$ cat config.mk
export PLATFORM = sky130hd
export DESIGN_NAME = spi_slave_tx_flat
export DESIGN_NICKNAME = d
export VERILOG_FILES = /design/src/rtl/spi_slave_tx_if.sv /design/src/rtl/spi_slave_tx.sv /design/src/flat_wrapper.sv
export SDC_FILE = /design/constraint.sdc
export NUM_CORES = 1
export LEC_CHECK = 0
export CAP_MARGIN = 20
export CORE_MARGIN = 8
export CORE_UTILIZATION = 35
export CTS_BUF_LIST = sky130_fd_sc_hd__clkbuf_4 sky130_fd_sc_hd__clkbuf_8 sky130_fd_sc_hd__clkbuf_16
export DETAILED_ROUTE_END_ITERATION = 16
export GPL_TIMING_DRIVEN = 0
export PLACE_DENSITY = 0.5
export SLEW_MARGIN = 20
export SYNTH_ARGS = -nofsm -noshare
export SYNTH_HDL_FRONTEND = slang
export SYNTH_SLANG_ARGS = --single-unit
$ cat constraint.sdc
create_clock -name clk -period 1.9 [get_ports clk]
set_input_delay 0.285 -clock clk [delete_from_list [all_inputs] [get_ports clk]]
set_output_delay 0.285 -clock clk [all_outputs]
set_load 0.03 [all_outputs]
$ cat src/rtl/spi_slave_tx_if.sv
// Bundle of the SPI pins and the fabric-side byte handshake of the SPI slave transmit path.
// The slave modport is the transmitter's view; master is the view of whoever drives SPI and offers bytes.
interface spi_slave_tx_if #(
  parameter int DATA_W = 8
);
  logic              i_spi_sclk;
  logic              i_spi_cs_n;
  logic              o_spi_miso;
  logic              o_spi_miso_oe;
  logic [DATA_W-1:0] i_tx_data;
  logic              i_tx_valid;
  logic              o_tx_ready;
  logic              o_tx_done;
  logic              o_tx_underrun;

  modport slave (
    input  i_spi_sclk, i_spi_cs_n, i_tx_data, i_tx_valid,
    output o_spi_miso, o_spi_miso_oe, o_tx_ready, o_tx_done, o_tx_underrun
  );

  modport master (
    output i_spi_sclk, i_spi_cs_n, i_tx_data, i_tx_valid,
    input  o_spi_miso, o_spi_miso_oe, o_tx_ready, o_tx_done, o_tx_underrun
  );
endinterface

$ cat src/rtl/spi_slave_tx.sv
// SPI mode-0 slave transmitter (MISO, MSB first) with a one-entry holding buffer.
// SCLK/CS_N are oversampled in clk; every output is a flop.
module spi_slave_tx #(
  parameter int              DATA_W      = 8,
  parameter int              SYNC_STAGES = 2,
  parameter logic [DATA_W-1:0] IDLE_BYTE = 8'hA5
) (
  input  logic           clk,
  input  logic           rst_n,
  spi_slave_tx_if.slave  bus
);

  localparam int              CNT_W    = $clog2(DATA_W);
  localparam logic [CNT_W-1:0] LAST_BIT = CNT_W'(DATA_W - 1);

  typedef enum logic [1:0] {
    ST_IDLE  = 2'd0,
    ST_LOAD  = 2'd1,
    ST_SHIFT = 2'd2
  } state_t;

  logic [SYNC_STAGES-1:0] sclk_sync_r, cs_sync_r;
  logic                   sclk_hist_r, cs_hist_r;
  logic                   sclk_rise_s, sclk_fall_s, cs_rise_s, cs_fall_s;

  state_t            state_r, state_nxt_s;
  logic [DATA_W-1:0] shift_r, shift_nxt_s;
  logic [DATA_W-1:0] buf_r, buf_nxt_s;
  logic              buf_full_r, buf_full_nxt_s;
  logic [CNT_W-1:0]  bit_cnt_r, bit_cnt_nxt_s;
  logic              reload_pend_r, reload_pend_nxt_s;
  logic              miso_r, miso_nxt_s;
  logic              oe_r, oe_nxt_s;
  logic              ready_r;
  logic              done_r, done_nxt_s;
  logic              underrun_r, underrun_nxt_s;
  logic              load_s;

  // Synchroniser and edge-history flops. CS_N resets low so that a CS held low
  // across reset release never looks like a fresh select.
  always_ff @(posedge clk or negedge rst_n) begin
    if (!rst_n) begin
      sclk_sync_r <= '0;
      cs_sync_r   <= '0;
      sclk_hist_r <= 1'b0;
      cs_hist_r   <= 1'b0;
    end else begin
      sclk_sync_r <= {sclk_sync_r[SYNC_STAGES-2:0], bus.i_spi_sclk};
      cs_sync_r   <= {cs_sync_r[SYNC_STAGES-2:0], bus.i_spi_cs_n};
      sclk_hist_r <= sclk_sync_r[SYNC_STAGES-1];
      cs_hist_r   <= cs_sync_r[SYNC_STAGES-1];
    end
  end

  assign sclk_rise_s = sclk_sync_r[SYNC_STAGES-1] & ~sclk_hist_r;
  assign sclk_fall_s = ~sclk_sync_r[SYNC_STAGES-1] & sclk_hist_r;
  assign cs_rise_s   = cs_sync_r[SYNC_STAGES-1] & ~cs_hist_r;
  assign cs_fall_s   = ~cs_sync_r[SYNC_STAGES-1] & cs_hist_r;

  // Next-state, shift/reload datapath and holding-buffer control.
  always_comb begin
    state_nxt_s       = state_r;
    shift_nxt_s       = shift_r;
    buf_nxt_s         = buf_r;
    buf_full_nxt_s    = buf_full_r;
    bit_cnt_nxt_s     = bit_cnt_r;
    reload_pend_nxt_s = reload_pend_r;
    miso_nxt_s        = miso_r;
    oe_nxt_s          = oe_r;
    done_nxt_s        = 1'b0;
    underrun_nxt_s    = 1'b0;
    load_s            = 1'b0;

    case (state_r)
      ST_IDLE: begin
        oe_nxt_s          = 1'b0;
        miso_nxt_s        = 1'b0;
        bit_cnt_nxt_s     = '0;
        reload_pend_nxt_s = 1'b0;
        if (cs_fall_s) begin
          state_nxt_s = ST_LOAD;
        end else begin
          state_nxt_s = ST_IDLE;
        end
      end
      ST_LOAD: begin
        if (cs_rise_s) begin
          state_nxt_s   = ST_IDLE;
          oe_nxt_s      = 1'b0;
          miso_nxt_s    = 1'b0;
          bit_cnt_nxt_s = '0;
        end else begin
          load_s            = 1'b1;
          oe_nxt_s          = 1'b1;
          bit_cnt_nxt_s     = '0;
          reload_pend_nxt_s = 1'b0;
          state_nxt_s       = ST_SHIFT;
        end
      end
      ST_SHIFT: begin
        // Deselect wins over any SCLK edge seen in the same cycle.
        if (cs_rise_s) begin
          state_nxt_s       = ST_IDLE;
          oe_nxt_s          = 1'b0;
          miso_nxt_s        = 1'b0;
          bit_cnt_nxt_s     = '0;
          reload_pend_nxt_s = 1'b0;
        end else if (sclk_rise_s) begin
          if (bit_cnt_r == LAST_BIT) begin
            bit_cnt_nxt_s     = '0;
            done_nxt_s        = 1'b1;
            reload_pend_nxt_s = 1'b1;
          end else begin
            bit_cnt_nxt_s = bit_cnt_r + CNT_W'(1);
          end
        end else if (sclk_fall_s) begin
          if (reload_pend_r) begin
            load_s            = 1'b1;
            reload_pend_nxt_s = 1'b0;
          end else begin
            shift_nxt_s = {shift_r[DATA_W-2:0], 1'b0};
            miso_nxt_s  = shift_r[DATA_W-2];
          end
        end else begin
          state_nxt_s = ST_SHIFT;
        end
      end
      default: begin
        state_nxt_s = ST_IDLE;
        oe_nxt_s    = 1'b0;
        miso_nxt_s  = 1'b0;
      end
    endcase

    // Word source priority: buffered byte, then same-cycle bypass, then the idle filler.
    if (load_s) begin
      if (buf_full_r) begin
        shift_nxt_s    = buf_r;
        buf_full_nxt_s = 1'b0;
      end else if (bus.i_tx_valid) begin
        shift_nxt_s = bus.i_tx_data;
      end else begin
        shift_nxt_s    = IDLE_BYTE;
        underrun_nxt_s = 1'b1;
      end
      miso_nxt_s = shift_nxt_s[DATA_W-1];
    end else begin
      load_s = 1'b0;
    end

    if (bus.i_tx_valid && ready_r && !load_s) begin
      buf_nxt_s      = bus.i_tx_data;
      buf_full_nxt_s = 1'b1;
    end else begin
      buf_nxt_s = buf_nxt_s;
    end
  end

  // State and output registers.
  always_ff @(posedge clk or negedge rst_n) begin
    if (!rst_n) begin
      state_r       <= ST_IDLE;
      shift_r       <= '0;
      buf_r         <= '0;
      buf_full_r    <= 1'b0;
      bit_cnt_r     <= '0;
      reload_pend_r <= 1'b0;
      miso_r        <= 1'b0;
      oe_r          <= 1'b0;
      ready_r       <= 1'b1;
      done_r        <= 1'b0;
      underrun_r    <= 1'b0;
    end else begin
      state_r       <= state_nxt_s;
      shift_r       <= shift_nxt_s;
      buf_r         <= buf_nxt_s;
      buf_full_r    <= buf_full_nxt_s;
      bit_cnt_r     <= bit_cnt_nxt_s;
      reload_pend_r <= reload_pend_nxt_s;
      miso_r        <= miso_nxt_s;
      oe_r          <= oe_nxt_s;
      ready_r       <= ~buf_full_nxt_s;
      done_r        <= done_nxt_s;
      underrun_r    <= underrun_nxt_s;
    end
  end

  assign bus.o_spi_miso    = miso_r;
  assign bus.o_spi_miso_oe = oe_r;
  assign bus.o_tx_ready    = ready_r;
  assign bus.o_tx_done     = done_r;
  assign bus.o_tx_underrun = underrun_r;

endmodule
$ cat src/flat_wrapper.sv
// flat-port wrapper written by rule: the top's interface ports become plain ports
module spi_slave_tx_flat 
#(
  parameter int              DATA_W      = 8,
  parameter int              SYNC_STAGES = 2,
  parameter logic [DATA_W-1:0] IDLE_BYTE = 8'hA5
)
  (clk, rst_n, bus_i_spi_sclk, bus_i_spi_cs_n, bus_i_tx_data, bus_i_tx_valid, bus_o_spi_miso, bus_o_spi_miso_oe, bus_o_tx_ready, bus_o_tx_done, bus_o_tx_underrun);
  spi_slave_tx_if #(.DATA_W(DATA_W)) bus_i ();
  input  logic clk;
  input  logic rst_n;
  input wire logic [$bits(bus_i.i_spi_sclk)-1:0] bus_i_spi_sclk;
  input wire logic [$bits(bus_i.i_spi_cs_n)-1:0] bus_i_spi_cs_n;
  input wire logic [$bits(bus_i.i_tx_data)-1:0] bus_i_tx_data;
  input wire logic [$bits(bus_i.i_tx_valid)-1:0] bus_i_tx_valid;
  output wire logic [$bits(bus_i.o_spi_miso)-1:0] bus_o_spi_miso;
  output wire logic [$bits(bus_i.o_spi_miso_oe)-1:0] bus_o_spi_miso_oe;
  output wire logic [$bits(bus_i.o_tx_ready)-1:0] bus_o_tx_ready;
  output wire logic [$bits(bus_i.o_tx_done)-1:0] bus_o_tx_done;
  output wire logic [$bits(bus_i.o_tx_underrun)-1:0] bus_o_tx_underrun;
  assign bus_i.i_spi_sclk = bus_i_spi_sclk;
  assign bus_i.i_spi_cs_n = bus_i_spi_cs_n;
  assign bus_i.i_tx_data = bus_i_tx_data;
  assign bus_i.i_tx_valid = bus_i_tx_valid;
  assign bus_o_spi_miso = bus_i.o_spi_miso;
  assign bus_o_spi_miso_oe = bus_i.o_spi_miso_oe;
  assign bus_o_tx_ready = bus_i.o_tx_ready;
  assign bus_o_tx_done = bus_i.o_tx_done;
  assign bus_o_tx_underrun = bus_i.o_tx_underrun;
  spi_slave_tx #(.DATA_W(DATA_W), .SYNC_STAGES(SYNC_STAGES), .IDLE_BYTE(IDLE_BYTE)) u_core (.clk(clk), .rst_n(rst_n), .bus(bus_i));
endmodule
==> results.py, run 1 <==
metrics = {
    "drt": {
        "first_pass_iters": 4,
        "via_per_inst": 4.974,
        "drtAntennaViolNets": 0,
        "wire_per_inst_um": 15.38,
        "drt_first_iter_violations": 46,
        "via_count": 1139,
        "wl_um": 3522,
        "route.detailed.drc": 0,
    },
    "setup_path": {
        "crit_chain": "clkdlybuf4s50_1",
        "reg2reg_from": "u_core.sclk_hist_r$_DFF_PN0_",
        "worst_path_largest_cell_delay_ns": 0.67,
        "worstSetupEndpoint": "bus_o_tx_ready",
        "worst_r2r_path_depth": 7,
        "startpoint_type": "flip-flop",
        "cpMaxStageDelayCell": "clkdlybuf4s50_1",
        "path_depth": 1,
        "path_max_fanout": 2,
        "worstPathRequired_ns": 1.62,
        "critical_path.endpoint_type": "primary output",
        "crit_family": "buffers and inverters",
        "crit_start": "u_core.bus.o_tx_ready$_DFF_PN1_",
        "r2r_slack_ns": 0.16,
        "cp_num_buf_inv": 1,
        "cp.arrival_ns": 1.48,
        "r2r-end": "u_core.buf_r[7]$_DFFE_PN0P_",
        "critical_path_class": "flip-flop to primary output",
    },
    "power": {
        "power_density_nw_per_um2": 1134,
        "p_sw_mw": 0.7711,
        "seqPwrFrac_pct": 43.4,
        "irDropWorstVdd_mv": 0.4882,
        "internal_power_mw": 1.502,
        "p_clk_share_pct": 23.5,
        "power.share.switching_pct": 33.92,
        "total_power_mw": 2.273,
        "leakage_nw": 0.9773,
        "combPwrFrac_pct": 33.1,
    },
    "yosys": {
        "yosys_warnings": 0,
        "netlist_area_um2": 1643,
        "syn-num-nets": 169,
        "ys_types": 40,
        "ys_ff_latch": 33,
        "synth_seq_area_share_pct": 50.34,
        "avgSynthCellArea_um2": 11.10,
        "synthCells": 148,
    },
    "grt": {
        "track_usage_pct": 10.71,
        "gr-usage-met1_pct": 14.85,
        "grt_pass1_wl_um": 5954,
        "grt_busiest_layer": "met1",
        "grt_pass1_vias": 1174,
        "grt_antenna_before_repair": 0,
        "use_met2_pct": 14.67,
        "grt_max_degree": 24,
        "overflow": 0,
        "grt_use_met3_pct": 3.317,
    },
    "hold_path": {
        "min_from": "u_core.sclk_sync_r[0]$_DFF_PN0_",
        "hold_path_class": "flip-flop to flip-flop",
        "worstHoldPathCells": 0,
    },
    "cells_and_area": {
        "regArea_um2": 827.0,
        "finalNonFillerCells": 229,
        "drive_gt1_share_pct": 12.57,
        "syn2layout_area_growth_pct": 22.01,
        "multi_input_area_um2": 749.5,
        "fin_nets": 195,
        "fillerInstances": 457,
        "insertedDiodeCount": 0,
    },
    "sta": {
        "slew_violations": 0,
        "final_hold_viol_count": 0,
        "worst_pin_slew_ns": 0.5647,
        "rsz0062_at_grt": "no",
        "setup_violations": 0,
        "fin_crit_sh_pct": 92.65,
        "max_slew_margin_pct": 62.19,
        "fmax_mhz": 568.0,
        "finalCriticalPeriod_ns": 1.760,
        "skew_ns": 0.01033,
    },
    "clock_network": {
        "clkLatencyLatePin_ns": 0.28,
        "max-clock-path-buffers": 2,
        "root_buffer": "clkbuf_8",
        "ctsHtreeMaxLevel": 2,
        "clock-sinks": 33,
        "cts_tree": "built",
        "cts_buffers": 5,
        "clk_pin_slew_ns": 0.07,
    },
    "placement": {
        "hpwl_um": 2592,
        "dp_cells": 220,
        "port_buffers": 17,
        "gp_congestion": 0.7683,
    },
    "run_status": {
        "run_status": "finished, final reports clean",
    },
    "run": {
        "drv_cap": 0,
    },
    "floorplan": {
        "dieHeight_um": 84.51,
        "start_util_pct": 35.49,
        "die-area_um2": 7142,
        "die_w_um": 84.51,
        "core_area_um2": 4629,
        "ios": 18,
        "num_rows": 25,
    },
}
-- layout by cell type, fill, tap and decap left out, types with 2 or more instances in the layout --
| master | n |
|---|---|
| inv_1 | 7 |
| nand2_1 | 20 |
| a22oi_1 | 3 |
| clkbuf_1 | 2 |
| buf_2 | 2 |
| and2_1 | 2 |
| nor2_1 | 5 |
| nand2b_1 | 2 |
| clkbuf_4 | 2 |
| a21oi_1 | 3 |
| o21ai_0 | 6 |
| buf_6 | 2 |
| clkbuf_8 | 5 |
| o22ai_1 | 12 |
| mux2i_1 | 17 |
| dfrtp_1 | 32 |
| nor3_1 | 2 |
| ha_1 | 7 |
| clkdlybuf4s50_1 | 16 |
-- flip-flops by register name, indices dropped and copies added (netlist names) --
signal,flops
u_core.bus.o_tx_ready,1
u_core.cs_sync_r,2
u_core.buf_full_r,1
u_core.bus.o_spi_miso_oe,1
u_core.sclk_sync_r,2
u_core.reload_pend_r,1
u_core.bus.o_tx_done,1
u_core.bus.o_tx_underrun,1
u_core.state_r,2
u_core.sclk_hist_r,1
u_core.cs_hist_r,1
u_core.bus.o_spi_miso,1
u_core.shift_r,7
u_core.bit_cnt_r,3
u_core.buf_r,8
-- power by group through the flow --
stage               combinational (mW)  sequential [mW]  clock, mW
floorplan                        0.505             1.01          0
global placement                 0.729            0.992          0
detailed placement               0.754             1.00          0
CTS                              0.757            0.987      0.554
global route                     0.839             1.01      0.586
finish                           0.752            0.986      0.535
-- how the worst min path moves through the flow --
| stage | end |
|---|---|
| floorplan | u_core.bit_cnt_r[0]$_DFFE_PN0P_ |
| global placement | u_core.sclk_sync_r[1]$_DFF_PN0_ |
| detailed placement | u_core.sclk_sync_r[0]$_DFF_PN0_ |
| CTS | u_core.sclk_sync_r[1]$_DFF_PN0_ |
| global route | u_core.sclk_sync_r[1]$_DFF_PN0_ |
| finish | u_core.sclk_sync_r[1]$_DFF_PN0_ |
-- cells in the mapped netlist --
cell       n  area share, %
o21a_1     1           0.46
buf_6      2            1.4
nand3_1    1           0.30
a21oi_1    3           0.91
nand2_1   20            4.6
a311oi_1   1           0.53
and3_2     1           0.46
inv_2      1           0.23
nor2_1     5            1.1
ha_1       8            6.1
nor3_1     2           0.61
nor3_4     1           0.99
o32ai_1    1           0.53
a22o_1     1           0.53
nand3_4    1            1.1
buf_2      1           0.30
nand2b_1   2           0.76
nand4b_1   1           0.53
and3_1     1           0.38
o21ai_0    6            1.8
nand3b_1   1           0.46
and2_1     2           0.76
nor3b_2    1           0.76
o41ai_1    1           0.53
a22oi_1    3            1.4
buf_1      1           0.23
and2b_1    1           0.46
nor2b_1    1           0.38
nand2b_4   1           0.84
dfrtp_1   32             49
nor3b_4    1            1.1
dfstp_2    1            1.6
o22ai_1   12            4.6
o311a_1    1           0.61
mux2i_1   17             10
and3b_1    1           0.53
or4bb_1    1           0.69
o21ai_1    1           0.30
inv_1      7            1.6
clkbuf_1   2           0.46
-- through the flow --
stage / area (um^2) / utilization [%] / setup TNS (ns) / setup WS, ns / hold slack (ns)
finish: 2004 / 43.30 / 0 / 0.1396 / 0.3505
global route: 2004 / 43.30 / 0 / 0.04592 / 0.3595
CTS: 2002 / 43.24 / 0 / 0.08716 / 0.3528
global placement: 1881 / 40.62 / -5.017 / -0.1592 / 0.3340
detailed placement: 1903 / 41.11 / 0 / 0.02742 / 0.1889
floorplan: 1643 / - / 0 / 0.3252 / -0.01059
-- layout make-up --
| class | count | area share (%) |
|---|---|---|
| clock buffer | 7 | 4.182 |
| buffer | 6 | 1.935 |
| sequential | 33 | 41.26 |
| tap | 54 | 3.371 |
| timing repair buffer | 19 | 10.11 |
| clock inverter | 1 | 0.2497 |
| inverter | 8 | 1.498 |
| multi-input combinational | 101 | 37.39 |
-- routing by layer --
layer | share of wire, % | vias up
li1 | - | 578
met1 | 52 | 537
met2 | 43 | 22
met3 | 3.5 | 2
met4 | 0.97 | 0
met5 | 0 | -
-- logic make-up after synthesis --
group / Yosys count / share of synthesized area [%]
AOI/OAI and AO/OA: 31 / 12.19
adders and majority gates: 8 / 6.093
buffers and inverters: 14 / 4.189
DFF: 33 / 50.34
muxes: 17 / 10.36
and+or+nand+nor: 45 / 16.83
-- timing repair --
action,4_1_cts,5_1_grt
gates resized for setup,0,1
setup endpoints to repair,0,6
setup buffers,0,0
hold endpoints to repair,10,0
hold buffers,1,0
No activity file was read; power rests on OpenSTA's default activity.
==> inputs of run 2 (changes only) <==
Settings changed: CTS_CLUSTER_DIAMETER set to 50.
==> results of run 2 <==
Final layout, timing and power as in run 1 (identical DEF).
==> inputs of run 3 (changes only) <==
Settings changed: CORE_UTILIZATION 35 to 55, PLACE_DENSITY 0.5 to 0.74, SKIP_CTS_REPAIR_TIMING set to 1.
==> run 3 against run 2 <==
The run now ends with hold timing left. Final area is 4.1% lower. Fmax is 3.4% lower. Cell count is 10% lower. First-iteration DRC count is 87% higher. Sequential share of layout area is 1.8 points higher. Critical endpoint unchanged. Largest power group unchanged.
==> results.py, run 3 (synthesized netlist as in run 1, its figures left out) <==
metrics = {
    "floorplan": {
        "num_rows": 20,
        "core_area_um2": 2953,
        "die_w_um": 70.66,
        "start_util_pct": 55.64,
        "dieHeight_um": 70.66,
        "ios": 18,
        "die-area_um2": 4992,
    },
    "hold_path": {
        "hold_path_class": "primary input to asynchronous set/reset pin",
    },
    "sta": {
        "finalCriticalPeriod_ns": 1.823,
        "whs_ns": -0.02563,
        "final_hold_viol_count": 32,
        "worst_slack_ns": 0.07710,
        "worst_pin_slew_ns": 0.7030,
        "fmax_mhz": 548.6,
        "setup_violations": 0,
        "slew_violations": 0,
        "max_slew_margin_pct": 53.13,
        "fin_crit_sh_pct": 95.94,
        "rsz0062_at_grt": "no",
        "skew_ns": 0.01314,
    },
    "cells_and_area": {
        "final_common_cell": "dfrtp_1",
        "top_register": "u_core.buf_r",
        "syn2layout_area_growth_pct": 16.98,
        "regArea_um2": 827.0,
        "largest_reg_flops": 8,
        "insertedDiodeCount": 0,
        "drive_gt1_share_pct": 12.14,
        "multi_input_area_um2": 749.5,
        "top_regs": "u_core.buf_r: 8 flops, u_core.shift_r: 7 flops, u_core.bit_cnt_r: 3 flops",
        "fin_area_um2": 1922,
        "fillerInstances": 260,
        "fin_nets": 193,
        "final_cell_mix": "dfrtp_1, nand2_1, mux2i_1",
    },
    "placement": {
        "gp_congestion": 0.8564,
        "hpwl_um": 2422,
        "placed_area_um2": 1849,
        "dp_slack_ns": 0.06412,
        "port_buffers": 17,
    },
    "drt": {
        "drtAntennaViolNets": 0,
        "wl_um": 3205,
        "first_pass_iters": 4,
        "via_count": 1163,
        "via_per_inst": 5.646,
        "wire_per_inst_um": 15.56,
        "drt_first_iter_violations": 86,
        "route.detailed.drc": 0,
    },
    "clock_network": {
        "clk_pin_slew_ns": 0.10,
        "root_buffer": "clkbuf_4",
        "ctsHtreeMaxLevel": 2,
        "cts_tree": "built",
        "clkLatencyLatePin_ns": 0.34,
        "max-clock-path-buffers": 2,
        "clock-sinks": 33,
        "cts_buffers": 5,
    },
    "run_status": {
        "run_status": "finished, violations left",
        "violations": "hold timing",
    },
    "setup_path": {
        "crit_chain": "clkdlybuf4s50_1",
        "crit_family": "buffers and inverters",
        "critical_path_class": "flip-flop to primary output",
        "crit_start": "u_core.bus.o_tx_ready$_DFF_PN1_",
        "cp_num_buf_inv": 1,
        "path_depth": 1,
        "worstPathRequired_ns": 1.62,
        "r2r-end": "u_core.buf_r[7]$_DFFE_PN0P_",
        "r2r_slack_ns": 0.12,
        "worstSetupEndpoint": "bus_o_tx_ready",
        "worst_r2r_path_depth": 7,
        "reg2reg_from": "u_core.sclk_hist_r$_DFF_PN0_",
        "cpMaxStageDelayCell": "clkdlybuf4s50_1",
        "startpoint_type": "flip-flop",
        "path_max_fanout": 2,
        "critical_path.endpoint_type": "primary output",
        "cp.arrival_ns": 1.54,
        "worst_path_largest_cell_delay_ns": 0.67,
    },
    "power": {
        "seqPwrFrac_pct": 45.4,
        "combPwrFrac_pct": 34.1,
        "p_sw_mw": 0.7542,
        "power_density_nw_per_um2": 1133,
        "p_clk_share_pct": 20.6,
        "power.share.switching_pct": 34.64,
        "internal_power_mw": 1.423,
        "leakage_nw": 0.9527,
        "irDropWorstVdd_mv": 0.6182,
    },
    "run": {
        "drv_cap": 0,
    },
    "grt": {
        "track_usage_pct": 14.01,
        "grt_pass1_vias": 1254,
        "grt_antenna_before_repair": 0,
        "grt_max_degree": 34,
        "grt_pass1_wl_um": 5533,
        "overflow": 0,
    },
}
## run 3: stage by stage
step / hold WS, ns / TNS, ns / cells / power [mW] / utilization, %
after global placement: 0.3334 / -1.066 / 198 / 1.698 / 62.80
after detailed placement: 0.3379 / 0 / 198 / 1.743 / 62.63
after CTS: -0.007639 / 0 / 206 / 2.186 / 65.00
final: -0.02563 / 0 / 206 / 2.177 / 65.08
after floorplan: -0.01059 / 0 / 148 / 1.511 / -
after global routing: 0.02820 / 0 / 206 / 2.329 / 65.08
## run 3: layer usage
| layer | part of all wire (%) | GRT usage [%] |
|---|---|---|
| met5 | 0 | 0 |
| met4 | 1.7 | 7.621 |
| met3 | 3.9 | 3.672 |
| met2 | 48 | 22.06 |
| met1 | 47 | 17.07 |
## run 3: area by class of cell
class	instances	share of cell area, %
flip-flops and latches	33	43.03
multi-input cells	101	39.00
repair buffers	17	8.594
clock buffers	7	3.385
well taps	33	2.148
plain buffers	6	2.018
inverters	8	1.563
clock inverters	1	0.2604
## run 3: power by group through the flow
stage	Sequential, mW	Combinational [mW]	Clock [mW]
3_5_place_dp	1.00	0.740	0
4_1_cts	0.988	0.741	0.457
6_report	0.988	0.742	0.448
3_3_place_gp	0.989	0.709	0
5_1_grt	1.01	0.837	0.480
2_1_floorplan	1.01	0.505	0
## run 3: worst min path at each step
stage,start,endpoint,slack (ns),cells after the start
floorplan,rst_n,u_core.bit_cnt_r[0]$_DFFE_PN0P_,-0.01,0
global placement,u_core.sclk_sync_r[0]$_DFF_PN0_,u_core.sclk_sync_r[1]$_DFF_PN0_,0.33,0
detailed placement,u_core.sclk_sync_r[0]$_DFF_PN0_,u_core.sclk_sync_r[1]$_DFF_PN0_,0.34,0
CTS,rst_n,u_core.bit_cnt_r[2]$_DFFE_PN0P_,-0.008,1
global route,rst_n,u_core.bit_cnt_r[2]$_DFFE_PN0P_,0.03,1
finish,rst_n,u_core.bit_cnt_r[2]$_DFFE_PN0P_,-0.03,1
